[config.mk]
export PLATFORM = sky130hd
export DESIGN_NAME = avalon_anemo_multi
export DESIGN_NICKNAME = d
export VERILOG_FILES = /design/src/rtl/avalon_anemo_multi.sv
export SDC_FILE = /design/constraint.sdc
export NUM_CORES = 1
export LEC_CHECK = 0
export ABC_CLOCK_PERIOD_IN_PS = 3500
export CAP_MARGIN = 10
export CORE_MARGIN = 1.5
export CORE_UTILIZATION = 35
export CTS_CLUSTER_DIAMETER = 60
export DETAILED_ROUTE_END_ITERATION = 8
export HOLD_SLACK_MARGIN = 0.06
export REMOVE_ABC_BUFFERS = 1
export SYNTH_ARGS = -nofsm -noshare
export SYNTH_HDL_FRONTEND = slang
export SYNTH_SLANG_ARGS = --single-unit
[constraint.sdc]
create_clock -name clk -period 3.5 [get_ports clk]
set_input_delay 0.7 -clock clk [delete_from_list [all_inputs] [get_ports clk]]
set_output_delay 0.7 -clock clk [all_outputs]
set_load 0.005 [all_outputs]
[src/rtl/avalon_anemo_multi.sv]
// Multi-channel anemometer frequency meter with an Avalon-MM slave register interface.
// Define AVALON_ANEMO_IRQ_EN to build the gate-complete irq output and its clear-on-write logic.

module avalon_anemo_multi #(
    parameter int unsigned N_CH        = 2,
    parameter int unsigned CNT_W       = 8,
    parameter int unsigned GATE_CYCLES = 50_000_000
) (
    input  logic            clk,
    input  logic            reset,
    input  logic            chipselect,
    input  logic            write_n,
    input  logic            read_n,
    input  logic [3:0]      address,
    input  logic [31:0]     writedata,
    output logic [31:0]     readdata,
    input  logic [N_CH-1:0] anemo_in
`ifdef AVALON_ANEMO_IRQ_EN
    ,
    output logic            irq
`endif
);

    localparam int unsigned   TW      = $clog2(GATE_CYCLES);
    localparam logic [TW-1:0] LAST    = TW'(GATE_CYCLES - 1);
    localparam logic          ST_IDLE = 1'b0;
    localparam logic          ST_RUN  = 1'b1;

    logic [N_CH-1:0]            sync1_q, sync2_q, dly_q, pulse;
    logic [N_CH-1:0][CNT_W-1:0] cnt_q, res_q, fin_res;
    logic [N_CH-1:0]            sat_q, res_sat_q, fin_sat, valid_q, data_rd;
    logic [TW-1:0]              timer_q;
    logic                       state_q, continu_q, start_q;
    logic [31:0]                readdata_q, rd_mux;
    logic                       wr_en, rd_en, ctrl_wr, raz, stop;
    logic                       unused_wdata;

    assign wr_en        = chipselect & ~write_n;
    assign rd_en        = chipselect & ~read_n;
    assign ctrl_wr      = wr_en && (address == 4'd0);
    assign raz          = ctrl_wr && writedata[0];
    assign stop         = ctrl_wr && !writedata[2];
    assign pulse        = sync2_q & ~dly_q;
    assign unused_wdata = ^writedata[31:3];
    assign readdata     = readdata_q;

    // Value each channel would hold after this cycle's pulse, saturating at all-ones.
    always_comb begin
        for (int i = 0; i < N_CH; i++) begin
            if (pulse[i] && (cnt_q[i] != {CNT_W{1'b1}})) begin
                fin_res[i] = cnt_q[i] + CNT_W'(1);
            end else begin
                fin_res[i] = cnt_q[i];
            end
            fin_sat[i] = sat_q[i] | (pulse[i] && (cnt_q[i] == {CNT_W{1'b1}}));
            data_rd[i] = rd_en && (address == 4'(2 + i));
        end
    end

    always_comb begin
        rd_mux = '0;
        if (address == 4'd0) begin
            rd_mux[1] = continu_q;
            rd_mux[2] = start_q;
        end else if (address == 4'd1) begin
            rd_mux[N_CH-1:0] = valid_q;
            rd_mux[31]       = (state_q == ST_RUN);
        end else begin
            for (int i = 0; i < N_CH; i++) begin
                if (address == 4'(2 + i)) begin
                    rd_mux[CNT_W-1:0] = res_q[i];
                    rd_mux[30]        = res_sat_q[i];
                    rd_mux[31]        = valid_q[i];
                end
            end
        end
    end

    always_ff @(posedge clk or posedge reset) begin
        if (reset) begin
            sync1_q    <= '0;
            sync2_q    <= '0;
            dly_q      <= '0;
            readdata_q <= '0;
            cnt_q      <= '0;
            sat_q      <= '0;
            res_q      <= '0;
            res_sat_q  <= '0;
            valid_q    <= '0;
            timer_q    <= '0;
            state_q    <= ST_IDLE;
            continu_q  <= 1'b0;
            start_q    <= 1'b0;
        end else begin
            sync1_q <= anemo_in;
            sync2_q <= sync1_q;
            dly_q   <= sync2_q;
            if (rd_en) begin
                readdata_q <= rd_mux;
            end
            if (raz) begin
                cnt_q     <= '0;
                sat_q     <= '0;
                res_q     <= '0;
                res_sat_q <= '0;
                valid_q   <= '0;
                timer_q   <= '0;
                state_q   <= ST_IDLE;
                start_q   <= 1'b0;
            end else begin
                // Read-clear first so a completion in the same cycle sets valid again.
                valid_q <= valid_q & ~data_rd;
                if (ctrl_wr) begin
                    continu_q <= writedata[1];
                    start_q   <= writedata[2];
                end
                if (state_q == ST_IDLE) begin
                    timer_q <= '0;
                    cnt_q   <= '0;
                    sat_q   <= '0;
                    if (start_q) begin
                        state_q <= ST_RUN;
                    end
                end else if (timer_q == LAST) begin
                    res_q     <= fin_res;
                    res_sat_q <= fin_sat;
                    valid_q   <= '1;
                    timer_q   <= '0;
                    cnt_q     <= '0;
                    sat_q     <= '0;
                    if (!continu_q && !ctrl_wr) begin
                        start_q <= 1'b0;
                    end
                    if (!continu_q || stop) begin
                        state_q <= ST_IDLE;
                    end
                end else if (stop) begin
                    state_q <= ST_IDLE;
                    timer_q <= '0;
                    cnt_q   <= '0;
                    sat_q   <= '0;
                end else begin
                    timer_q <= timer_q + TW'(1);
                    cnt_q   <= fin_res;
                    sat_q   <= fin_sat;
                end
            end
        end
    end

`ifdef AVALON_ANEMO_IRQ_EN
    logic irq_q, done, status_wr;

    assign done      = (state_q == ST_RUN) && (timer_q == LAST) && !raz;
    assign status_wr = wr_en && (address == 4'd1);
    assign irq       = irq_q;

    // Completion has priority over a simultaneous status write.
    always_ff @(posedge clk or posedge reset) begin
        if (reset) begin
            irq_q <= 1'b0;
        end else if (raz) begin
            irq_q <= 1'b0;
        end else if (done) begin
            irq_q <= 1'b1;
        end else if (status_wr) begin
            irq_q <= 1'b0;
        end
    end
`endif

endmodule

; ---- Yosys cells after proc, flatten, opt, wreduce, memory -nomap -nowiden
; Cells that the tools add are included.
[totals]
reg_bits = 83
input_bits = 43
output_inout_bits = 32
elab_cells = 102
[op_classes]
n_addsub = 3
n_eq_ne = 8
n_mux = 46
bitwise = 11
n_reduce_logical = 19
[op_table]
columns = op, count
row1 = $mux 16, 7
row2 = $mux 26, 4
row3 = $mux 8, 4
row4 = $mux 2, 15
row5 = $add 26x1->26 const B, 1
row6 = $eq 26x26->1 const B, 1
row7 = $add 8x1->8 const B, 2
row8 = $eq 8x8->1 const B, 2
row9 = $ne 8x8->1 const B, 2
row10 = $mux 1, 14
row11 = $logic_and 1x1->1, 10
row12 = $eq 4x2->1 const B, 2
row13 = $mux 6, 1
row14 = $mux 5, 1
row15 = $and 2x2->2, 2
row16 = $eq 4x1->1 const B, 1
row17 = $logic_not 4->1, 1
row18 = $not 2->2, 2
row19 = $reduce_and 2->1, 2
row20 = $reduce_bool 2->1, 2
row21 = $logic_not 1->1, 3
row22 = $not 1->1, 3
row23 = $and 1x1->1, 2
row24 = $or 1x1->1, 2
row25 = $logic_or 1x1->1, 1

; ---- Longest topological paths before layout
[depth]
depth_word = 9
ltp_mapped = 7
depth_no_buf = 5

; ---- Worst setup path before layout
; OpenSTA, ideal clock, no wires.
[synth_path]
path_kind = in2reg
from = input address[0]
to = register res_q[11] (netlist bit)
setup_ns = 0.136
arrival_time_ns = 2.084
required_ns = 3.364
path_slack_ns = 1.279
path_stages = 6
n_path_buf = 2
path_cell_list = clkbuf_1 nor3_1 nand2_1 nor2_1 clkbuf_1 a21oi_1
[synth_via]
elab_chain_cells = 5
word_cells_on_any_way = 7
classes_between = 1 x mux / 6 x reduce/logical
[synth_rtl]
columns = item, line_no
row1 = start: declaration, 14  ; input logic [3:0] address,
row2 = $logic_not 4->1 (*), 40  ; assign ctrl_wr = wr_en && (address == 4'd0);
row3 = $logic_and 1x1->1 (*), 40
row4 = $logic_and 1x1->1 (*), 41  ; assign raz = ctrl_wr && writedata[0];
row5 = $reduce_bool 2->1 (no line), --
row6 = $reduce_and 2->1 (no line), --
row7 = end signal: assignment, 125  ; res_q <= fin_res;
row8 = end: declaration, 30  ; logic [N_CH-1:0][CNT_W-1:0] cnt_q, res_q, fin_res;
; Mark *: on every way between the ends. The rest lies on a longest branch, timed or not.
; A chain may end at the register's enable or synchronous reset.

; ---- Worst setup path after layout
[layout_path]
from = register timer_q[7]
to = register timer_q[5]
[layout_via]
elab_chain_cells = 4
[layout_rtl]
columns = item, line_no
row1 = start: declaration, 32  ; logic [TW-1:0] timer_q;
row2 = start signal: assignment, 143  ; timer_q <= timer_q + TW'(1);
row3 = $eq 26x26->1, 124  ; end else if (timer_q == LAST) begin
row4 = $mux 26, 124
row5 = $mux 26, 117  ; if (state_q == ST_IDLE) begin
row6 = $mux 26, 101  ; if (raz) begin
; Every way passes these cells.

==> results_dict.tcl <==
set metrics [dict create \
    cp.required_ps 3720 \
    rows 40 \
    rsz0062_at_grt "false" \
    grt_pass1_vias 3257 \
    synthArstFlopShare_pct 100 \
    wl_met3_um 418 \
    fill_cells 1196 \
    grt_start_max_net_pins 48 \
    slew_headroom_pct 48.0 \
    hpwl_mm 6.75 \
    clockBufferDepth 2 \
    cp-start-kind "flop" \
    gp_congestion 0.802 \
    fin_skew_ps 12.0 \
    fmax_ghz 0.386 \
    hp-start "sync1_q[1]" \
    io_buffer_count 23 \
    netlist_area_um2 4370 \
    grt_overflow 0 \
    clkPwrFrac_pct 40.7 \
    antenna_found_initial 0 \
    dieHeight_um 115 \
    setup-tns-final_ps 0 \
    die_w_um 115 \
    drive_above_1_share_pct 11.2 \
    die-area_um2 13200 \
    hold_slack_ps 348 \
    antennaDiodeCount 0 \
    setup_viol 0 \
    pwr-share-seq_pct 45.4 \
    peakVddDrop_v 0.000199 \
    synth.top_cell.area_share_pct 47.5 \
    dominantRegCellSynth "dfrtp_1" \
    p_sw_share_pct 27.2 \
    dr.first_iter.drc_count 188 \
    cp_max_fo 32 \
    synth.largest_area_cell "dfrtp_1" \
    cts_hold_buffers 0 \
    comb_power_share_pct 13.9 \
    slew_violations 0 \
    grt_pass1_wl_mm 16.4 \
    r2r-end "timer_q[5]" \
    ant_nets 0 \
    avgSynthCellArea_um2 9.96 \
    total_leakage_power_nw 1.99 \
    r2r_start "timer_q[7]" \
    cts_num_sinks 83 \
    r2r_cells 5 \
    track_usage_pct 15.9 \
    synth_edf_count 0 \
    clk_latency_ps 340 \
    drv_cap 0 \
    period_share_pct 74.0 \
    netlist_instances 439 \
    post_cts_buffers 0 \
    synth_area_leaders "dfrtp_1 48%, buf_4 3.8%, o21ai_0 3.7%" \
    crit_type "reg -> reg" \
    nets 504 \
    rrSetupSlack_ps 910 \
    top_layer "met4" \
    endpoint_kind "flop" \
    cts_tree "yes" \
    cp.arrival_ps 2810 \
    routed_wl_mm 9.80 \
    dp_cells 615 \
    status "complete, no violations" \
    yosysUniqueCellTypes 65 \
    vias 3362 \
    powerDensity_nw_per_um2 519 \
    wl_per_cell_um 15.5 \
    min_path_type "reg -> reg" \
    drc_errors 0 \
    cts-root-buf "clkbuf_16" \
    ys_ff_latch 83 \
    ys.warnings.count 0 \
    p_int_mw 1.90 \
    htreeDepth 3 \
    wl_met1_mm 4.65 \
    viasPerCell 5.33 \
    yosysSeqAreaShare_pct 47.5 \
    cts_resized 0 \
    routed-wl-met2_mm 4.62 \
    clk_pin_slew_worst_paths_ps 70 \
    layout_min_cycle_time_ps 2590 \
    numCtsBuffers 9 \
    io_pins 75 \
    layoutNonFillerInstCount 631 \
    power.switching_mw 0.709 \
    worst_hold_path.endpoint "sync2_q[1]" \
    holdPathStages 0 \
    worst_pin_slew_ps 773 \
    firstDrtPassIters 5 \
    core_um2 12100 \
    finalHoldViolCount 0 \
    start_util_pct 36.1 \
    area_growth_pct 14.8 \
]
-- how the worst max path moves through the flow --
stage,startpoint,to,cells past startpoint
3_3_place_gp,address[0],cnt_q[12],6
4_1_cts,timer_q[7],timer_q[3],5
2_1_floorplan,reset,cnt_q[0],1
6_report,timer_q[7],timer_q[5],5
3_5_place_dp,address[0],timer_q[3],6
5_1_grt,address[0],timer_q[3],6
-- flip-flops by register name (all words and copies together), names as in the netlist --
signal and cells:
sync1_q 2, dly_q 2, sync2_q 2, res_sat_q 2, start_q 1, res_q 16
cnt_q 16, valid_q 2, continu_q 1, readdata 10, timer_q 26, sat_q 2
state_q 1
-- power by group through the flow --
stage / sequential, mW / combinational, mW / clock (mW)
2_1_floorplan: 1.17 / 0.247 / 0
3_3_place_gp: 1.19 / 0.355 / 0
3_5_place_dp: 1.20 / 0.362 / 0
4_1_cts: 1.18 / 0.368 / 1.08
5_1_grt: 1.20 / 0.415 / 1.12
6_report: 1.18 / 0.363 / 1.06
-- per-stage QoR --
stage	instance area [um^2]	setup slack, ps	util [%]	power (mW)
after floorplan	4160	663	-	1.42
after global placement	4680	645	38.7	1.55
after detailed placement	4680	627	38.7	1.56
after CTS	5020	897	41.4	2.63
after global routing	5020	770	41.4	2.74
final	5020	911	41.4	2.61
-- worst max-delay path, cell delays in order (launching register included) --
cell,delay (ps)
dfrtp_1,450
or4b_4,600
or4_4,670
o21ai_4,390
buf_12,260
nor2_1,80
-- kinds of logic after synthesis --
group	Yosys count	share of synthesized area, %
XOR/XNOR	14	2.80
AO/OA/AOI/OAI	107	15.8
multiplexers	8	2.18
flip-flops	83	47.5
buffers and inverters	52	7.41
other	1	0.0858
AND/OR/NAND/NOR	171	23.3
adder cells (fa/ha/maj)	3	0.859
-- metal layers --
layer | up-vias | global-route usage [%]
met5 | - | 0
met4 | 0 | 3.62
met3 | 10 | 3.74
met2 | 84 | 25.9
met1 | 1655 | 21.5
li1 | 1613 | -
-- area by class of cell --
| class | count | area, um^2 | share of cell area, % |
|---|---|---|---|
| Inverter | 10 | 38.8 | 0.773 |
| Timing Repair Buffer | 29 | 300 | 5.98 |
| Clock buffer | 11 | 253 | 5.03 |
| Clock inverter | 5 | 85.1 | 1.69 |
| Tap cell | 168 | 210 | 4.19 |
| Multi-Input combinational cell | 325 | 2060 | 41.0 |
| Sequential cell | 83 | 2080 | 41.4 |
-- cells in the mapped netlist, types with 7 or more instances --
| cell type | number |
|---|---|
| dfrtp_1 | 83 |
| nor2_1 | 33 |
| o21ai_0 | 32 |
| nand2_1 | 31 |
| a21oi_1 | 23 |
| buf_4 | 22 |
| nand3_1 | 17 |
| nand4_1 | 17 |
| clkbuf_1 | 13 |
| inv_1 | 10 |
| or3_1 | 10 |
| a211oi_1 | 8 |
| a22oi_1 | 8 |
| xor2_1 | 8 |
| and2_1 | 7 |
| nor3_1 | 7 |
| or4_1 | 7 |
-- layout by cell type, fill, tap and decap left out, types with 6 or more instances in the layout --
cell and instances:
nor3_1 7, or3_1 10, dfrtp_1 83, a22oi_1 8, conb_1 22, o21ai_0 32
xor2_1 8, and2_1 7, clkbuf_16 9, nand4_1 17, a211oi_1 8, inv_1 9
a21oi_1 23, xnor2_1 6, nand3_1 17, a31oi_1 6, or4_1 7, clkdlybuf4s50_1 23
nand2_1 31, nor2_1 33
Note: power is estimated with default switching activity, not from simulation.
